==> src/rtl/pc_sequencer_pkg.sv <==
// Shared definitions for the program-counter sequencer: the state enum,
// the default widths and the branch-target table.
// Ports: none (package).
package pc_sequencer_pkg;

  localparam int PC_W_DEF  = 10;
  localparam int LUT_W_DEF = 4;

  // The table is sized for the default index width; other LUT_W values are
  // folded onto it by the lookup.
  localparam int TBL_IDX_W = LUT_W_DEF;
  localparam int TBL_DEPTH = 1 << TBL_IDX_W;

  // Entries are stored 16 bits wide and truncated to PC_W at lookup.
  localparam logic [15:0] TARGET_TABLE [TBL_DEPTH] = '{
    16'd12,  16'd40,  16'd100, 16'd200,
    16'd7,   16'd300, 16'd511, 16'd1023,
    16'd0,   16'd64,  16'd128, 16'd256,
    16'd513, 16'd700, 16'd900, 16'd1000
  };

  typedef enum logic [1:0] {
    ST_IDLE   = 2'd0,
    ST_RUN    = 2'd1,
    ST_HALTED = 2'd2
  } seq_state_t;

endpackage

==> src/rtl/pc_sequencer_if.sv <==
// Control/status bundle between the instruction decoder/ALU and the sequencer.
// Ports: decoder/ALU inputs (START..SC_WE) and sequencer status (SC_IN, PC,
// RUNNING, DONE). No handshake: signals are sampled every clock.
interface pc_sequencer_if
  import pc_sequencer_pkg::*;
#(
  parameter int PC_W  = PC_W_DEF,
  parameter int LUT_W = LUT_W_DEF
);
  logic             START;
  logic             HALT;
  logic             JUMP;
  logic             BRANCH;
  logic             BR_FLAG;
  logic [LUT_W-1:0] TARGET_SEL;
  logic             SC_OUT;
  logic             SC_WE;
  logic             SC_IN;
  logic [PC_W-1:0]  PC;
  logic             RUNNING;
  logic             DONE;

  // Driver side: the decoder/ALU (or a testbench).
  modport master (
    output START, HALT, JUMP, BRANCH, BR_FLAG, TARGET_SEL, SC_OUT, SC_WE,
    input  SC_IN, PC, RUNNING, DONE
  );

  // Sequencer side.
  modport slave (
    input  START, HALT, JUMP, BRANCH, BR_FLAG, TARGET_SEL, SC_OUT, SC_WE,
    output SC_IN, PC, RUNNING, DONE
  );
endinterface

==> src/rtl/pc_sequencer_branch_lut.sv <==
// Branch-target lookup: maps TARGET_SEL onto the constant target table.
// Latency: purely combinational, zero cycles.
// Ports: TARGET_SEL in, target (PC_W) out; no backpressure.
module branch_lut
  import pc_sequencer_pkg::*;
#(
  parameter int PC_W  = PC_W_DEF,
  parameter int LUT_W = LUT_W_DEF
) (
  input  logic [LUT_W-1:0] TARGET_SEL,
  output logic [PC_W-1:0]  target
);

  logic [TBL_IDX_W-1:0] idx;

  // Resize the selector to the table's index width (truncate or zero-extend).
  assign idx    = TBL_IDX_W'(TARGET_SEL);
  assign target = PC_W'(TARGET_TABLE[idx]);

endmodule

==> src/rtl/pc_sequencer.sv <==
// Program-counter sequencer: IDLE/RUN/HALTED FSM with jump/branch targets
// and a one-bit shift/carry feedback register.
// Latency: PC, SC_IN, RUNNING, DONE all registered, one cycle after inputs.
// Ports: CLK, RESET (sync, active-high), bus (slave modport); no backpressure.
module pc_sequencer
  import pc_sequencer_pkg::*;
#(
  parameter int PC_W  = PC_W_DEF,
  parameter int LUT_W = LUT_W_DEF
) (
  input  logic           CLK,
  input  logic           RESET,
  pc_sequencer_if.slave  bus
);

  seq_state_t      state;
  logic [PC_W-1:0] pc_q;
  logic            sc_q;
  logic            running_q;
  logic            done_q;
  logic [PC_W-1:0] target;

  branch_lut #(
    .PC_W  (PC_W),
    .LUT_W (LUT_W)
  ) u_lut (
    .TARGET_SEL (bus.TARGET_SEL),
    .target     (target)
  );

  always_ff @(posedge CLK) begin
    if (RESET) begin
      state     <= ST_IDLE;
      pc_q      <= '0;
      sc_q      <= 1'b0;
      running_q <= 1'b0;
      done_q    <= 1'b0;
    end else begin
      case (state)
        // IDLE and HALTED both wait for START; a restart always begins at 0
        // with the carry cleared. PC/DONE simply hold otherwise.
        ST_IDLE, ST_HALTED: begin
          if (bus.START) begin
            state     <= ST_RUN;
            pc_q      <= '0;
            sc_q      <= 1'b0;
            running_q <= 1'b1;
            done_q    <= 1'b0;
          end
        end

        ST_RUN: begin
          if (bus.HALT) begin
            state     <= ST_HALTED;
            running_q <= 1'b0;
            done_q    <= 1'b1;
          end else if (bus.JUMP || (bus.BRANCH && bus.BR_FLAG)) begin
            pc_q <= target;
          end else begin
            pc_q <= pc_q + PC_W'(1);  // wraps naturally at 2**PC_W
          end
          // Carry capture is independent of the PC decision.
          if (bus.SC_WE) begin
            sc_q <= bus.SC_OUT;
          end
        end

        default: begin
          state     <= ST_IDLE;
          pc_q      <= '0;
          sc_q      <= 1'b0;
          running_q <= 1'b0;
          done_q    <= 1'b0;
        end
      endcase
    end
  end

  assign bus.PC      = pc_q;
  assign bus.SC_IN   = sc_q;
  assign bus.RUNNING = running_q;
  assign bus.DONE    = done_q;

endmodule

==> src/flat_wrapper.sv <==
// flat-port wrapper written by rule: the top's interface ports become plain ports
module pc_sequencer_flat import pc_sequencer_pkg::*;
#(
  parameter int PC_W  = PC_W_DEF,
  parameter int LUT_W = LUT_W_DEF
)
  (CLK, RESET, bus_START, bus_HALT, bus_JUMP, bus_BRANCH, bus_BR_FLAG, bus_TARGET_SEL, bus_SC_OUT, bus_SC_WE, bus_SC_IN, bus_PC, bus_RUNNING, bus_DONE);
  pc_sequencer_if #(.PC_W(PC_W), .LUT_W(LUT_W)) bus_i ();
  input  logic CLK;
  input  logic RESET;
  input wire logic [$bits(bus_i.START)-1:0] bus_START;
  input wire logic [$bits(bus_i.HALT)-1:0] bus_HALT;
  input wire logic [$bits(bus_i.JUMP)-1:0] bus_JUMP;
  input wire logic [$bits(bus_i.BRANCH)-1:0] bus_BRANCH;
  input wire logic [$bits(bus_i.BR_FLAG)-1:0] bus_BR_FLAG;
  input wire logic [$bits(bus_i.TARGET_SEL)-1:0] bus_TARGET_SEL;
  input wire logic [$bits(bus_i.SC_OUT)-1:0] bus_SC_OUT;
  input wire logic [$bits(bus_i.SC_WE)-1:0] bus_SC_WE;
  output wire logic [$bits(bus_i.SC_IN)-1:0] bus_SC_IN;
  output wire logic [$bits(bus_i.PC)-1:0] bus_PC;
  output wire logic [$bits(bus_i.RUNNING)-1:0] bus_RUNNING;
  output wire logic [$bits(bus_i.DONE)-1:0] bus_DONE;
  assign bus_i.START = bus_START;
  assign bus_i.HALT = bus_HALT;
  assign bus_i.JUMP = bus_JUMP;
  assign bus_i.BRANCH = bus_BRANCH;
  assign bus_i.BR_FLAG = bus_BR_FLAG;
  assign bus_i.TARGET_SEL = bus_TARGET_SEL;
  assign bus_i.SC_OUT = bus_SC_OUT;
  assign bus_i.SC_WE = bus_SC_WE;
  assign bus_SC_IN = bus_i.SC_IN;
  assign bus_PC = bus_i.PC;
  assign bus_RUNNING = bus_i.RUNNING;
  assign bus_DONE = bus_i.DONE;
  pc_sequencer #(.PC_W(PC_W), .LUT_W(LUT_W)) u_core (.CLK(CLK), .RESET(RESET), .bus(bus_i));
endmodule
==> config.mk <==
export PLATFORM = sky130hd
export DESIGN_NAME = pc_sequencer_flat
export DESIGN_NICKNAME = d
export VERILOG_FILES = /design/src/rtl/pc_sequencer_pkg.sv /design/src/rtl/pc_sequencer_if.sv /design/src/rtl/pc_sequencer_branch_lut.sv /design/src/rtl/pc_sequencer.sv /design/src/flat_wrapper.sv
export SDC_FILE = /design/constraint.sdc
export NUM_CORES = 1
export LEC_CHECK = 0
export ABC_AREA = 1
export CELL_PAD_IN_SITES_DETAIL_PLACEMENT = 1
export CELL_PAD_IN_SITES_GLOBAL_PLACEMENT = 1
export CORE_UTILIZATION = 42
export DETAILED_ROUTE_END_ITERATION = 16
export DONT_BUFFER_PORTS = 1
export GPL_TIMING_DRIVEN = 0
export PLACE_DENSITY_LB_ADDON = 0.25
export SLEW_MARGIN = 20
export SYNTH_ARGS = -nofsm -noshare
export SYNTH_HDL_FRONTEND = slang
export SYNTH_SLANG_ARGS = --single-unit
==> constraint.sdc <==
create_clock -name CLK -period 1.58 [get_ports CLK]
set_input_delay 0.079 -clock CLK [delete_from_list [all_inputs] [get_ports CLK]]
set_output_delay 0.079 -clock CLK [all_outputs]
set_load 0.03 [all_outputs]
==> out/results.tsv, run 1 <==
stage	metric	value	unit
global_routing	vias in the first global route	1197	
floorplanning	num ports	26	
final_layout	layout cells sized above 1	16.29	%
worst_setup_path	CP cell instances	or2_4 -> o31ai_1 -> nand2_1 -> a21oi_1 -> dlygate4sd3_1	
place	Placer Congestion	0.7934	
timing	Worst Skew	0.004738	ns
worst_setup_path	crit-path max cell delay	0.55	ns
synth	Primary FF master, synth	dfxtp_1	
detailed_routing	Routed WL	3071	µm
power_and_ir_drop	PwrDens	671.1	nW/µm²
clocking	# clock sinks	15	
floorplanning	site row count	18	
clocking	Worst-Skew Late Latency	0.29	ns
timing	worst-margin pin slew	0.4261	ns
final_layout	fin area	1230	µm²
clocking	Clk pin slew, worst setup/hold paths	0.10	ns
clocking	CTS Root Cell	clkbuf_4	
detailed_routing	Avg WL per Cell	14.76	µm
power_and_ir_drop	Worst IR Drop VDD	377.1	µV
flow_run	maxcap violations	0	
synth	Async SR Flop Fraction	0	%
synth	EDFF count, synth	0	
worst_setup_path	slowest CP cell	dlygate4sd3_1	
worst_setup_path	CP Capture Type	flop	
final_layout	Area growth syn-to-layout	10.57	%
global_routing	initial antenna violation count	0	
global_routing	first-pass GRT wire length	5078	µm
synth	Cells after Synth	170	
synth	Synth top area share	27.00	%
floorplanning	core area	2500	µm²
hold_path	Hold Path Class	primary input to flop	
timing	min Tclk post-route	1.490	ns
detailed_routing	antenna-violating nets left	0	
detailed_routing	Post-Route M1 WL	1340	µm
timing	f_max	0.6713	GHz
timing	max-slew violations	0	
synth	count leader, synth	nand2_1	
timing	unrepaired setup endpoints after global routing	false	
hold_path	Hold Path Depth	3	
synth	Seq/Total Area, Yosys	27.00	%
floorplanning	Die ar.	2858	µm²
worst_setup_path	CP Launch Point	u_core.state[0]	
synth	syn nets	190	
synth	cell accounting for the most synthesized area	dfxtp_1	
detailed_routing	first drt pass iteration count	4	
global_routing	pin count of the biggest net entering global routing	11	
detailed_routing	DR WL met3	105	µm
floorplanning	die extent in x	53.46	µm
detailed_routing	Via density	5.476	
hold_path	Hold Path Sink	u_core.bus.PC[2]	
worst_setup_path	FF-to-FF path depth	5	
timing	post-route setup TNS	0	ns
worst_setup_path	r2r startpoint	u_core.state[0]	
final_layout	Net count, final	199	
place	PortBufs	0	
detailed_routing	Highest Signal Layer	met4	
floorplanning	Starting Density	44.49	%
worst_setup_path	FF-to-FF End	u_core.bus.SC_IN	
synth	Synth area leaders	dfxtp_1, nand2_1, nand3_1	
hold_path	hold path startpoint	bus_TARGET_SEL[3]	
clocking	cts bufs inserted	3	
place	Placed Area	1150	µm²
synth	synthesized flop and latch total	15	
power_and_ir_drop	P_leak	0.5331	nW
clocking	H-tree Lvls	1	
final_layout	final core utilization	49.20	%
worst_setup_path	Critical Path Fanout Max	4	
detailed_routing	# DRC	0	
detailed_routing	DR vias	1139	
place	HPWL after DPL	2379	µm
worst_setup_path	Worst Setup Path Type	flop to flop	
worst_setup_path	R2R setup slack	0.09	ns
detailed_routing	WL met2	1585	µm
timing	Slew HR	71.56	%
floorplanning	Die Ht	53.46	µm
worst_setup_path	startpoint types	flop	
power_and_ir_drop	Power Total	0.8254	mW
timing	Setup violations, final	0	
timing	final hold violation count	0	
outcome	status	complete, no violations	
synth	Yosys warnings	0	
clocking	clk buf depth	2	
clocking	CTS tree	built	
synth	Post-synth top cells	nand2_1, nand3_1, inv_1	
timing	Final period util	94.28	%
global_routing	grt total ovfl	0	
final_layout	Antenna Diode Count	0	
clocking	number of setup buffers added after CTS	0	
worst_setup_path	data required time of the worst path	1.82	ns
synth	Syn Area/Cell	6.543	µm²
synth	Cell Area, Synth	1112	µm²
global_routing	Tot GR Track Use	25.06	%
synth	Synth cell types	24	
place	placed cells	200	
final_layout	non-filler cells, final	208	
detailed_routing	initial DRC count	13	
worst_setup_path	WP data arrival	1.73	ns
[cell usage in the layout, fill, tap and decap left out]
cell type / synthesis / routed
nand3b_1: 1 / 1
or2_4: 1 / 1
nand3_2: 1 / 1
nor2_2: 0 / 1
nand3_1: 19 / 19
clkbuf_4: 0 / 3
a21oi_4: 2 / 2
dfxtp_2: 0 / 6
ha_1: 7 / 7
o21ai_1: 2 / 2
inv_4: 1 / 1
nand2_1: 57 / 57
dfxtp_4: 0 / 1
o211ai_1: 2 / 2
buf_6: 1 / 1
nand4_1: 5 / 5
o21ai_0: 10 / 10
nand2_4: 1 / 1
clkbuf_1: 0 / 1
dlygate4sd3_1: 0 / 4
o31ai_1: 1 / 1
inv_1: 16 / 16
dfxtp_1: 15 / 8
o21ai_2: 4 / 4
nor2_1: 9 / 8
a21oi_1: 8 / 8
buf_2: 2 / 2
nor2_4: 2 / 2
inv_2: 2 / 2
clkinv_2: 1 / 1
[power by group]
part | internal [mW] | switching, mW | leakage, nW | total (mW)
registers | 0.393 | 0.0380 | 0.125 | 0.431
clock network | 0.0981 | 0.136 | 0.0150 | 0.234
logic | 0.0586 | 0.103 | 0.393 | 0.161
[flip-flops by register name, summed over array words and instances (netlist names)]
register            cells
u_core.bus.RUNNING      1
u_core.state            2
u_core.bus.DONE         1
u_core.bus.PC          10
u_core.bus.SC_IN        1
[cell families (layout without fill, tap and decap cells)]
| logic type | count (synthesis) | count (layout) | share of synthesized area (%) |
|---|---|---|---|
| AO/OA/AOI/OAI | 29 | 29 | 17.10 |
| adder cells (fa/ha/maj) | 7 | 7 | 7.874 |
| buffers and inverters | 23 | 31 | 8.999 |
| flip-flops | 15 | 15 | 27.00 |
| AND/OR/NAND/NOR | 96 | 96 | 39.03 |
[metrics by stage]
step,setup slack (ns),hold WS (ns)
floorplan,0.1280,0.1481
global placement,-0.03879,0.1504
detailed placement,-0.09498,0.1547
CTS,0.04899,0.02804
global route,0.01169,0.04653
finish,0.09034,0.01075
[metal layers]
| metal | vias to the layer above | global-route usage (%) |
|---|---|---|
| met5 | - | 0 |
| li1 | 574 | - |
| met3 | 4 | 5.747 |
| met2 | 23 | 47.29 |
| met4 | 0 | 7.018 |
| met1 | 538 | 27.12 |
[worst max path at each step]
stage	to	slack [ns]	cells after the start
after floorplan	u_core.bus.PC[8]	0.13	10
after global placement	u_core.bus.PC[8]	-0.04	10
after detailed placement	u_core.bus.PC[8]	-0.09	10
after CTS	u_core.bus.PC[8]	0.05	10
after global routing	u_core.bus.PC[8]	0.01	10
final	u_core.bus.SC_IN	0.09	5
[repair_timing]
item	in CTS	in global routing
resized for setup	2	7
hold buffers	4	0
setup endpoints to repair	1	5
hold endpoints to repair	11	0
[area by class of cell]
class                   count  area, µm²
repair buffers              4      40.04
clock buffers               4      26.28
multi-input cells         132      714.4
well taps                  30      37.54
inverters                  20      78.83
plain buffers               3      21.27
flip-flops and latches     15      311.5
fillers                   348       1270
[worst max-delay path: cells and delay by family (launching register included)]
kind / cells / cell delay, ns
buf+inv: 1 / 0.55
simple gates: 2 / 0.36
flops: 1 / 0.35
compound gates: 2 / 0.19
Note: power is estimated with default switching activity, not from simulation.
==> run 2: changes to the inputs <==
--- a/config.mk
+++ b/config.mk
@@ -5,10 +5,9 @@
 export SDC_FILE = /design/constraint.sdc
 export NUM_CORES = 1
 export LEC_CHECK = 0
-export ABC_AREA = 1
 export CELL_PAD_IN_SITES_DETAIL_PLACEMENT = 1
 export CELL_PAD_IN_SITES_GLOBAL_PLACEMENT = 1
-export CORE_UTILIZATION = 42
+export CORE_UTILIZATION = 45
 export DETAILED_ROUTE_END_ITERATION = 16
 export DONT_BUFFER_PORTS = 1
 export GPL_TIMING_DRIVEN = 0
==> out/results.tsv, run 2 <==
stage	metric	value	unit
outcome	status	complete, but fails checks	
outcome	violated checks	hold timing, setup timing	
power_and_ir_drop	Logic pwr share	19.4	%
global_routing	grt total ovfl	0	
timing	min Tclk post-route	1.604	ns
power_and_ir_drop	Internal	0.5502	mW
global_routing	initial antenna violation count	0	
synth	Yosys warnings	0	
timing	unrepaired setup endpoints after global routing	true	
worst_setup_path	Critical Path Fanout Max	7	
worst_setup_path	Worst Setup Path Type	flop to flop	
power_and_ir_drop	sw frac	32.20	%
detailed_routing	first drt pass iteration count	4	
power_and_ir_drop	Psw	0.2613	mW
floorplanning	core area	2233	µm²
detailed_routing	DR vias	1070	
clocking	H-tree Lvls	1	
power_and_ir_drop	clock network power share	29.1	%
final_layout	layout cells sized above 1	16.90	%
clocking	cts bufs inserted	3	
synth	Syn Area/Cell	8.180	µm²
place	Placer Congestion	0.8237	
floorplanning	Die ar.	2599	µm²
synth	Synth area leaders	dfxtp_1, ha_1, o21ai_0	
power_and_ir_drop	Reg power frac	51.4	%
flow_run	maxcap violations	0	
floorplanning	die extent in x	50.99	µm
final_layout	Antenna Diode Count	0	
final_layout	max FFs per register	10	
clocking	Worst-Skew Late Latency	0.30	ns
synth	cell accounting for the most synthesized area	dfxtp_1	
clocking	Clk pin slew, worst setup/hold paths	0.11	ns
place	HPWL after DPL	2090	µm
clocking	CTS Root Cell	clkbuf_4	
worst_setup_path	data required time of the worst path	1.83	ns
timing	Min Hold Slack	-0.02128	ns
worst_setup_path	startpoint types	flop	
worst_setup_path	CP Capture Type	flop	
final_layout	Net count, final	163	
final_layout	Area growth syn-to-layout	13.44	%
detailed_routing	Routed WL	3048	µm
timing	Worst Skew	0.01014	ns
synth	count leader, synth	dfxtp_1	
timing	Final period util	101.5	%
synth	Synth top area share	27.81	%
synth	EDFF count, synth	0	
timing	Slew HR	64.20	%
timing	setup ws final	-0.02408	ns
global_routing	first-pass GRT wire length	4616	µm
timing	worst-margin pin slew	0.5363	ns
floorplanning	Die Ht	50.99	µm
synth	Cell Area, Synth	1080	µm²
floorplanning	num ports	26	
power_and_ir_drop	PwrDens	662.4	nW/µm²
floorplanning	site row count	17	
synth	Seq/Total Area, Yosys	27.81	%
timing	final hold violation count	3	
final_layout	Fillers	278	
worst_setup_path	WP data arrival	1.86	ns
hold_path	Hold Path Depth	2	
power_and_ir_drop	P_leak	0.4727	nW
synth	synthesized flop and latch total	15	
synth	Synth cell types	47	
timing	Setup violations, final	1	
final_layout	most frequent cells in the layout	nor2_1, o21ai_0, nand2_1	
synth	Async SR Flop Fraction	0	%
place	dpl ws	-0.05940	ns
floorplanning	Starting Density	48.35	%
global_routing	vias in the first global route	1014	
synth	syn nets	152	
clocking	clk buf depth	2	
place	PortBufs	0	
worst_setup_path	FF-to-FF path depth	5	
synth	Cells after Synth	132	
global_routing	pin count of the biggest net entering global routing	11	
timing	post-route setup TNS	-0.02408	ns
detailed_routing	antenna-violating nets left	0	
detailed_routing	# DRC	0	
detailed_routing	initial DRC count	19	
synth	Primary FF master, synth	dfxtp_1	
clocking	CTS tree	built	
hold_path	Hold Path Class	primary input to flop	
detailed_routing	Via density	6.294	
synth	Post-synth top cells	dfxtp_1, nor2_1, o21ai_0	
clocking	# clock sinks	15	
timing	max-slew violations	0	
detailed_routing	Avg WL per Cell	17.93	µm
power_and_ir_drop	Worst IR Drop VDD	383.6	µV
global_routing	Tot GR Track Use	23.52	%
timing	f_max	0.6234	GHz
[run 2: stage by stage]
step           hold slack [ns]  utilization [%]  power (mW)  instances  instance area [µm²]
5_1_grt              -0.003052            54.85      0.8438        170                 1225
3_5_place_dp            0.1545            50.03      0.5704        160                 1117
2_1_floorplan           0.1481                -      0.5384        132                 1082
6_report              -0.02128            54.85      0.8114        170                 1225
3_3_place_gp            0.1511            50.03      0.5629        160                 1117
4_1_cts             0.00004188            53.78      0.7948        169                 1201
[run 2: area by class of cell]
cell class,count,area [µm²],share of cell area (%)
multi-input combinational,107,743.2,60.67
sequential,15,315.3,25.74
timing repair buffer,6,55.05,4.494
tap,28,35.03,2.860
buffer,6,33.78,2.758
clock buffer,3,22.52,1.839
inverter,4,15.01,1.226
clock inverter,1,5.005,0.4086
[run 2: power groups by stage]
stage / Sequential (mW) / Clock (mW) / Combinational, mW
floorplan: 0.426 / 0 / 0.112
global route: 0.420 / 0.249 / 0.176
CTS: 0.419 / 0.225 / 0.151
finish: 0.417 / 0.236 / 0.158
detailed placement: 0.430 / 0 / 0.140
global placement: 0.429 / 0 / 0.134
[run 2: layer usage]
metal / part of all wire (%) / up-vias / track usage, %
li1: - / 517 / -
met1: 44 / 517 / 28.90
met2: 49 / 30 / 39.91
met3: 4.6 / 6 / 5.655
met4: 1.6 / 0 / 7.407
met5: 0 / - / 0
[run 2: critical path: stages, from the launching register on]
cell and delay [ns]:
dfxtp_4 0.38, or3b_1 0.39, or2_1 0.24, buf_6 0.14, a311oi_2 0.27, a211o_1 0.14
[run 2: logic make-up (layout without fill, tap and decap cells)]
group	count (synthesis)	in the layout	synth area share (%)
AOI/OAI and AO/OA	46	46	29.78
adders and majority gates	7	7	8.111
buffers and inverters	10	20	4.518
DFF	15	15	27.81
muxes	2	2	1.854
and+or+nand+nor	52	52	27.93
[run 2: worst paths after layout]
path | start | end | slack (ns)
max | u_core.state[1] | u_core.bus.PC[7] | -0.02
min | bus_START | u_core.state[0] | -0.02
max reg2reg | u_core.state[1] | u_core.bus.PC[7] | -0.02
min reg2reg | u_core.state[1] | u_core.state[1] | 0.56
[run 2: what timing repair did]
| item | CTS | global route |
|---|---|---|
| setup endpoints to repair | 2 | 5 |
| hold buffers | 4 | 0 |
| buffers inserted | 1 | 1 |
| endpoints found under the hold margin | 5 | 0 |
| gates resized for setup | 5 | 6 |
| gates cloned | 0 | 0 |
